### config.mk
export PLATFORM = sky130hd
export DESIGN_NAME = imem_loader_flat
export DESIGN_NICKNAME = d
export VERILOG_FILES = /design/src/rtl/imem_loader_if.sv /design/src/rtl/imem_loader.sv /design/src/flat_wrapper.sv
export SDC_FILE = /design/constraint.sdc
export NUM_CORES = 1
export LEC_CHECK = 0
export ABC_AREA = 1
export BUFFER_PORTS_ARGS = -buffer_cell sky130_fd_sc_hd__buf_2
export CORE_MARGIN = 2
export CORE_UTILIZATION = 45
export DETAILED_ROUTE_END_ITERATION = 10
export PLACE_DENSITY_LB_ADDON = 0.1
export SLEW_MARGIN = 20
export SYNTH_ARGS = -nofsm -noshare
export SYNTH_HDL_FRONTEND = slang
export SYNTH_SLANG_ARGS = --single-unit
### constraint.sdc
create_clock -name CLK -period 7.48 [get_ports CLK]
set_input_delay 1.496 -clock CLK [delete_from_list [all_inputs] [get_ports CLK]]
set_output_delay 1.496 -clock CLK [all_outputs]
set_load 0.005 [all_outputs]
### src/rtl/imem_loader_if.sv
// Byte-stream input and instruction-memory write port of the program loader.
//
// Stream handshake: a byte moves on a rising clock edge exactly when in_valid
// and in_ready are both high. The source holds in_data stable while in_valid is
// high and not yet accepted. in_ready depends only on loader state, never on
// in_valid. mem_we is a one-cycle write strobe that qualifies mem_addr and
// mem_wdata.
interface imem_loader_if #(
    parameter int ADDR_WIDTH = 6
);
    logic                  in_valid;
    logic [7:0]            in_data;
    logic                  in_ready;
    logic                  mem_we;
    logic [ADDR_WIDTH-1:0] mem_addr;
    logic [31:0]           mem_wdata;

    // Byte source and memory side.
    modport master (
        output in_valid, in_data,
        input  in_ready, mem_we, mem_addr, mem_wdata
    );

    // Loader side.
    modport slave (
        input  in_valid, in_data,
        output in_ready, mem_we, mem_addr, mem_wdata
    );
endinterface

### src/rtl/imem_loader.sv
// Program loader: takes a framed little-endian byte stream (16-bit word count,
// 4*N data bytes, XOR checksum byte), writes the assembled 32-bit words
// sequentially into instruction memory and holds the core in reset until a
// frame has loaded with a matching checksum.
module imem_loader #(
    parameter int ADDR_WIDTH = 6
) (
    input  logic          CLK,
    input  logic          RST,
    input  logic          start,
    imem_loader_if.slave  bus,
    output logic          core_rst,
    output logic          done,
    output logic          err,
    output logic [15:0]   loaded_words,
    output logic [2:0]    dbg_state
);

    // Largest legal word count; a frame may fill the memory exactly.
    localparam logic [16:0] DEPTH = 17'(2 ** ADDR_WIDTH);

    typedef enum logic [2:0] {
        CNT_LO = 3'd0,
        CNT_HI = 3'd1,
        DATA   = 3'd2,
        CSUM   = 3'd3,
        DONE   = 3'd4,
        ERR    = 3'd5
    } state_t;

    state_t                state;
    state_t                state_next;
    logic [15:0]           count;
    logic [1:0]            byte_idx;
    logic [23:0]           word_buf;
    logic [7:0]            csum;
    logic                  mem_we_q;
    logic [ADDR_WIDTH-1:0] mem_addr_q;
    logic [31:0]           mem_wdata_q;
    logic [15:0]           loaded_q;

    logic                  in_ready;
    logic                  accept;
    logic [15:0]           full_count;
    logic                  last_word;

    // Bytes are taken in every frame-parsing state, refused once a verdict is out.
    assign in_ready   = (state == CNT_LO) || (state == CNT_HI) ||
                        (state == DATA)   || (state == CSUM);
    assign accept     = bus.in_valid && in_ready;
    // Count as it will be once the high byte currently on the bus lands.
    assign full_count = {bus.in_data, count[7:0]};
    // loaded_q already counts every word completed before the one in flight.
    assign last_word  = (loaded_q + 16'd1) == count;

    // State register.
    always_ff @(posedge CLK or posedge RST) begin
        if (RST) begin
            state <= CNT_LO;
        end else begin
            state <= state_next;
        end
    end

    // Next-state decode: frame parsing, verdict, and restart from a verdict.
    always_comb begin
        state_next = state;
        case (state)
            CNT_LO: begin
                if (accept) state_next = CNT_HI;
            end
            CNT_HI: begin
                if (accept) begin
                    if ({1'b0, full_count} > DEPTH) begin
                        state_next = ERR;
                    end else if (full_count == 16'd0) begin
                        state_next = CSUM;
                    end else begin
                        state_next = DATA;
                    end
                end
            end
            DATA: begin
                if (accept && (byte_idx == 2'd3) && last_word) state_next = CSUM;
            end
            CSUM: begin
                if (accept) state_next = (bus.in_data == csum) ? DONE : ERR;
            end
            DONE, ERR: begin
                if (start) state_next = CNT_LO;
            end
            default: state_next = CNT_LO;
        endcase
    end

    // Datapath: count capture, word assembly, checksum, registered write strobe.
    always_ff @(posedge CLK or posedge RST) begin
        if (RST) begin
            count       <= 16'd0;
            byte_idx    <= 2'd0;
            word_buf    <= 24'd0;
            csum        <= 8'd0;
            mem_we_q    <= 1'b0;
            mem_addr_q  <= '0;
            mem_wdata_q <= 32'd0;
            loaded_q    <= 16'd0;
        end else begin
            mem_we_q <= 1'b0;
            case (state)
                CNT_LO: begin
                    if (accept) count[7:0] <= bus.in_data;
                end
                CNT_HI: begin
                    if (accept) count[15:8] <= bus.in_data;
                end
                DATA: begin
                    if (accept) begin
                        csum     <= csum ^ bus.in_data;
                        byte_idx <= byte_idx + 2'd1;
                        case (byte_idx)
                            2'd0: word_buf[7:0]   <= bus.in_data;
                            2'd1: word_buf[15:8]  <= bus.in_data;
                            2'd2: word_buf[23:16] <= bus.in_data;
                            default: begin
                                // Fourth byte completes the word: write it next cycle.
                                mem_we_q    <= 1'b1;
                                mem_addr_q  <= loaded_q[ADDR_WIDTH-1:0];
                                mem_wdata_q <= {bus.in_data, word_buf};
                                loaded_q    <= loaded_q + 16'd1;
                            end
                        endcase
                    end
                end
                DONE, ERR: begin
                    if (start) begin
                        loaded_q <= 16'd0;
                        csum     <= 8'd0;
                        byte_idx <= 2'd0;
                    end
                end
                default: ;
            endcase
        end
    end

    assign bus.in_ready  = in_ready;
    assign bus.mem_we    = mem_we_q;
    assign bus.mem_addr  = mem_addr_q;
    assign bus.mem_wdata = mem_wdata_q;
    assign loaded_words  = loaded_q;
    assign done          = (state == DONE);
    assign err           = (state == ERR);
    assign core_rst      = (state != DONE);
    assign dbg_state     = state;

endmodule

### src/flat_wrapper.sv
// flat-port wrapper written by rule: the top's interface ports become plain ports
module imem_loader_flat 
#(
    parameter int ADDR_WIDTH = 6
)
  (CLK, RST, start, core_rst, done, err, loaded_words, dbg_state, bus_in_valid, bus_in_data, bus_in_ready, bus_mem_we, bus_mem_addr, bus_mem_wdata);
  imem_loader_if #(.ADDR_WIDTH(ADDR_WIDTH)) bus_i ();
  input  logic CLK;
  input  logic RST;
  input  logic start;
  output logic core_rst;
  output logic done;
  output logic err;
  output logic [15:0] loaded_words;
  output logic [2:0] dbg_state;
  input wire logic [$bits(bus_i.in_valid)-1:0] bus_in_valid;
  input wire logic [$bits(bus_i.in_data)-1:0] bus_in_data;
  output wire logic [$bits(bus_i.in_ready)-1:0] bus_in_ready;
  output wire logic [$bits(bus_i.mem_we)-1:0] bus_mem_we;
  output wire logic [$bits(bus_i.mem_addr)-1:0] bus_mem_addr;
  output wire logic [$bits(bus_i.mem_wdata)-1:0] bus_mem_wdata;
  assign bus_i.in_valid = bus_in_valid;
  assign bus_i.in_data = bus_in_data;
  assign bus_in_ready = bus_i.in_ready;
  assign bus_mem_we = bus_i.mem_we;
  assign bus_mem_addr = bus_i.mem_addr;
  assign bus_mem_wdata = bus_i.mem_wdata;
  imem_loader #(.ADDR_WIDTH(ADDR_WIDTH)) u_core (.CLK(CLK), .RST(RST), .start(start), .bus(bus_i), .core_rst(core_rst), .done(done), .err(err), .loaded_words(loaded_words), .dbg_state(dbg_state));
endmodule
Yosys cells after proc, flatten, opt, wreduce, memory -nomap -nowiden
Cells that the tools add are included.
- register bits: 108
- input bits: 12
- bitwise logic cells: 2
- magnitude comparators: 1
- $add $sub $neg: 2
- multiplexer cells: 22
- eq/ne operators: 18
- reductions and logical operators: 21
- operator list (cell ; count):
    2-to-1 mux 16 bit ; 3
    one-hot mux 16 bit (2 select lines) ; 1
    2-to-1 mux 3 bit ; 6
    adder 16 x 1 -> 16 bit, second input constant ; 1
    equality test 16 bit ; 1
    > comparator 16 x 7 -> 1 bit, second input constant ; 1
    zero test 16 bit ; 1
    2-to-1 mux 8 bit ; 2
    one-hot mux 8 bit (2 select lines) ; 1
    one-hot mux 3 bit (5 select lines) ; 1
    AND reduction 3 bit ; 5
    equality test 8 bit ; 1
    != test 2 x 1 -> 1 bit, second input constant ; 4
    XOR 8 bit ; 1
    equality test 3 x 2 -> 1 bit, second input constant ; 2
    equality test 3 bit, second input constant ; 2
    != test 2 bit, second input constant ; 3
    2-to-1 mux 1 bit ; 5
    AND reduction 5 bit ; 1
    equality test 2 bit, second input constant ; 2
    2-to-1 mux 2 bit ; 2
    one-hot mux 2 bit (2 select lines) ; 1
    AND reduction 2 bit ; 2
    AND reduction 4 bit ; 1
    other kinds (12) ; 16

Depth between registers and ports, before layout
- depth after elaboration: 9
- gate-level depth with buffers: 15

Worst setup path after synthesis
OpenSTA, ideal clock, no wires.
- path type: input-to-reg
- from: input bus_in_valid
- to: register u_core.mem_wdata_q[10], in the netlist u_core.bus.mem_wdata[10]
- slack: 5.061 ns
- required time: 7.415 ns
- stages on the path: 7
- arrival: 2.354 ns
- setup time: 0.065 ns
- buffers on the path: 2
- cells stage by stage: inv_1 -> nor2_1 -> nand2_1 -> clkbuf_1 -> buf_2 -> nand2_1 -> nand2_1
- word-level cells in the longest chain between the ends: 2
- ends and longest elaborated chain (element ; RTL line ; source):
    start, declared ; flat_wrapper.sv:16 ; input wire logic [$bits(bus_i.in_valid)-1:0] bus_in_valid;
    logical AND 1 bit ; imem_loader.sv:50 ; assign accept = bus.in_valid && in_ready;
    AND reduction 3 bit (no source line) ; - ;
    end signal, assigned ; imem_loader.sv:128 ; mem_wdata_q <= {bus.in_data, word_buf};
    end, declared ; imem_loader.sv:39 ; logic [31:0] mem_wdata_q;
No other way between the ends.
A chain may end at the register's enable or synchronous reset.

Final worst setup path
- from: input bus_in_valid
- to: register u_core.loaded_q[15], in the netlist u_core.loaded_words[15]
- word-level cells in the longest chain between the ends: 3
- ends and longest elaborated chain (element ; RTL line ; source):
    logical AND 1 bit ; imem_loader.sv:50 ;
    != test 2 x 1 -> 1 bit (no source line) ; - ;
    AND reduction 4 bit (no source line) ; - ;
    end signal, assigned ; imem_loader.sv:129 ; loaded_q <= loaded_q + 16'd1;
    end, declared ; imem_loader.sv:40 ; logic [15:0] loaded_q;
No other way between the ends.

==> reports/summary.txt <==
status -> finished, final reports clean
n_diodes -> 0
post-synthesis cell type count -> 26
initial antenna violation count -> 0
clk sinks -> 108
Pleak -> 2.984 nW
remaining global-route overflow -> 0
Post-synth EDFFs -> 0
pins over their slew limit -> 0
Synth Area in XOR/XNOR -> 2.414%
clock-pin slew on the worst setup and hold paths -> 0.10 ns
Core Area -> 10790 um2
via count of the first global-routing pass -> 4075
Post-CTS Hold Fix Bufs -> 0
Synth Area in Compound Gates -> 8.524%
HP Class -> flip-flop to flip-flop
die width -> 109.2 um
WP data arrival -> 3.36 ns
Rel. slew slack -> 29.39%
detailed-placement wirelength estimate -> 8.362 mm
top post-synthesis cells by area -> dfrtp_1 (54%), nand2_1 (17%), o21ai_0 (7.1%), nand3_1 (4.4%), inv_1 (3.4%)
RSZ-0062 raised after global routing -> no
TritonCTS buffer count -> 9
residual DRC count -> 0
root buffer cell -> clkbuf_8
Non-Filler Instances -> 818
fmax -> 319.0 MHz
met2 Track Usage GR -> 34.03%
P per Cell Area -> 320.9 nW/um2
synthesized area -> 4976 um2
Worst path top cell family by delay -> simple AND/OR/NAND/NOR gates
Setup WS pre-CTS -> 3.976 ns
Wirelength per Cell -> 15.02 um
syn_nets -> 623
vias after detailed routing -> 4257
post-CTS sizing -> 0
worst-margin pin slew -> 1.053 ns
Area growth syn-to-layout -> 13.23%
Worst path max stage delay -> 0.54 ns
die area -> 11910 um2
row count -> 38
Seq/Total Area, Yosys -> 54.31%
placed insts -> 802
post-layout min period -> 3.135 ns
met3 usage -> 4.244%
initial drt markers -> 282
nets -> 691
first-pass GRT wire length -> 20.16 mm
Final Cycle Share -> 41.91%
Final Setup Violations -> 0
multiplexer share of the synthesized area -> 0%
ys async rst share -> 100.0%
main flop type after synthesis -> dfrtp_1
post-CTS setup buffers -> 0
Post-Route WL -> 12.29 mm
Clock Path Buffers -> 2
CP required -> 7.70 ns
number of I/O port buffers -> 73
Yosys warnings -> 0
Post-Synth Adder-Cell Area -> 1.509%
top cell type by total area after synthesis -> dfrtp_1
Syn Inst Count -> 605
Die Y -> 109.2 um
final worst slack -> 4.345 ns
met1 usage -> 30.80%
Synth Area in Simple Gates -> 28.04%
startpoint types -> input pin
GRT Max-Usage Layer -> met2
antenna-violating nets left -> 0
area share of the largest cell type after synthesis -> 54.31%
routability cong. -> 0.8189
Fin. Hold Viols -> 0
reg-to-reg slack, setup -> 4.92 ns
overall power -> 1.808 mW
CP bufs+invs -> 3
Initial Util -> 46.10%
slowest cell on the critical path -> nor2_1
vias per std cell -> 5.204
maximum VDD drop -> 0.1506 mV
htree depth -> 3
TritonCTS clock tree -> done
Syn Area/Cell -> 8.225 um2
largest net degree at the start of global routing -> 61
Max Cap Viol -> 0
Clock Latency Late Sink -> 0.37 ns
detailed-router iteration count before antenna repair -> 5
GRT Overall Usage -> 21.89%
largest family of logic cells by synthesized area -> simple AND/OR/NAND/NOR gates
Sum Neg Setup Slack -> 0 ns
critical-path cell list -> buf_2 > inv_1 > nor2_1 > nand2_2 > buf_4 > nand2_1 > o22ai_1
Max FO, Critical Path -> 60
Post-Route Skew -> 0.005828 ns
share of layout cells above drive strength 1 -> 15.04%
Crit. End Element -> flip-flop
#FFs+latches synth -> 108
critical path class -> input pin to flip-flop
num ports -> 74
[cells by family (layout without fill, tap and decap cells)]
| family | after synthesis | after routing |
|---|---|---|
| simple gates | 331 | 331 |
| fa+ha+maj | 6 | 6 |
| buf+inv | 66 | 139 |
| xor+xnor | 12 | 12 |
| flops | 108 | 108 |
| compound gates | 82 | 82 |
[final timing paths]
kind                       cells past startpoint           startpoint                       to
hold / removal                                 2   u_core.word_buf[5]  u_core.bus.mem_wdata[5]
setup / recovery                               7         bus_in_valid  u_core.loaded_words[15]
min in group asynchronous                      2                  RST  u_core.bus.mem_wdata[0]
hold reg to reg                                2   u_core.word_buf[5]  u_core.bus.mem_wdata[5]
setup reg to reg                               8  u_core.dbg_state[1]  u_core.loaded_words[15]
max in group asynchronous                      3                  RST           u_core.csum[5]
[layer usage]
| layer | up-vias | routed length, um | share of wire, % |
|---|---|---|---|
| li1 | 2082 | - | - |
| met1 | 2023 | 5848 | 48 |
| met5 | - | 0 | 0 |
| met2 | 133 | 5544 | 45 |
| met4 | 0 | 223 | 1.8 |
| met3 | 19 | 669 | 5.4 |
[where the power goes]
part	leakage (nW)	total, mW	switching, mW	internal, mW
Combinational	1.46	0.543	0.313	0.230
Sequential	1.44	0.931	0.149	0.782
Clock	0.0897	0.334	0.202	0.131
[worst min-delay path, delay by kind of cell, from the launching register on]
family	cells	cell delay, ns
flops	1	0.35
simple gates	2	0.10
[cell usage in the layout (no fill, tap or decap), drive strengths merged]
cell type / netlist / final
nor3: 5 / 5
nand3b: 6 / 6
a21oi: 3 / 3
nor2: 34 / 34
or2: 1 / 1
nand3: 45 / 45
a31o: 1 / 1
xor2: 6 / 6
ha: 6 / 6
nand4: 12 / 12
clkinvlp: 0 / 1
buf: 9 / 75
inv: 46 / 47
dfrtp: 108 / 108
xnor2: 5 / 5
o22ai: 6 / 6
o21bai: 1 / 1
nand2: 228 / 228
xor3: 1 / 1
clkinv: 2 / 5
o21ai: 71 / 71
clkbuf: 9 / 11
[stage by stage]
stage / util (%) / area, um2 / hold WS, ns
after floorplan: - / 4976 / 0.4422
after global placement: 50.57 / 5458 / 0.4533
after detailed placement: 50.57 / 5458 / 0.4510
after CTS: 52.20 / 5634 / 0.4768
after global routing: 52.20 / 5634 / 0.5039
final: 52.20 / 5634 / 0.4753
[layout make-up]
cell class                 instances  area [um2]
fill                            1026        5159
sequential                       108        2703
multi-input combinational        431        2017
timing repair buffer              75       380.4
inverter                          48       182.7
tap                              140       175.2
clock buffer                      11       141.4
clock inverter                     5       35.03
[registers in the layout, indices dropped and copies added, names as in the netlist]
name,flops
u_core.csum,8
u_core.bus.mem_wdata,32
u_core.dbg_state,3
u_core.loaded_words,16
u_core.word_buf,24
u_core.byte_idx,2
u_core.bus.mem_we,1
u_core.bus.mem_addr,6
u_core.count,16
[cell usage after synthesis (6+ instances only)]
cell / n
buf_2: 9
clkbuf_1: 9
dfrtp_1: 108
ha_1: 6
inv_1: 45
nand2_1: 226
nand3_1: 44
nand3b_1: 6
nand4_1: 12
nor2_1: 30
o21ai_0: 71
o22ai_1: 6
xor2_1: 6
No activity file was read; power rests on OpenSTA's default activity.
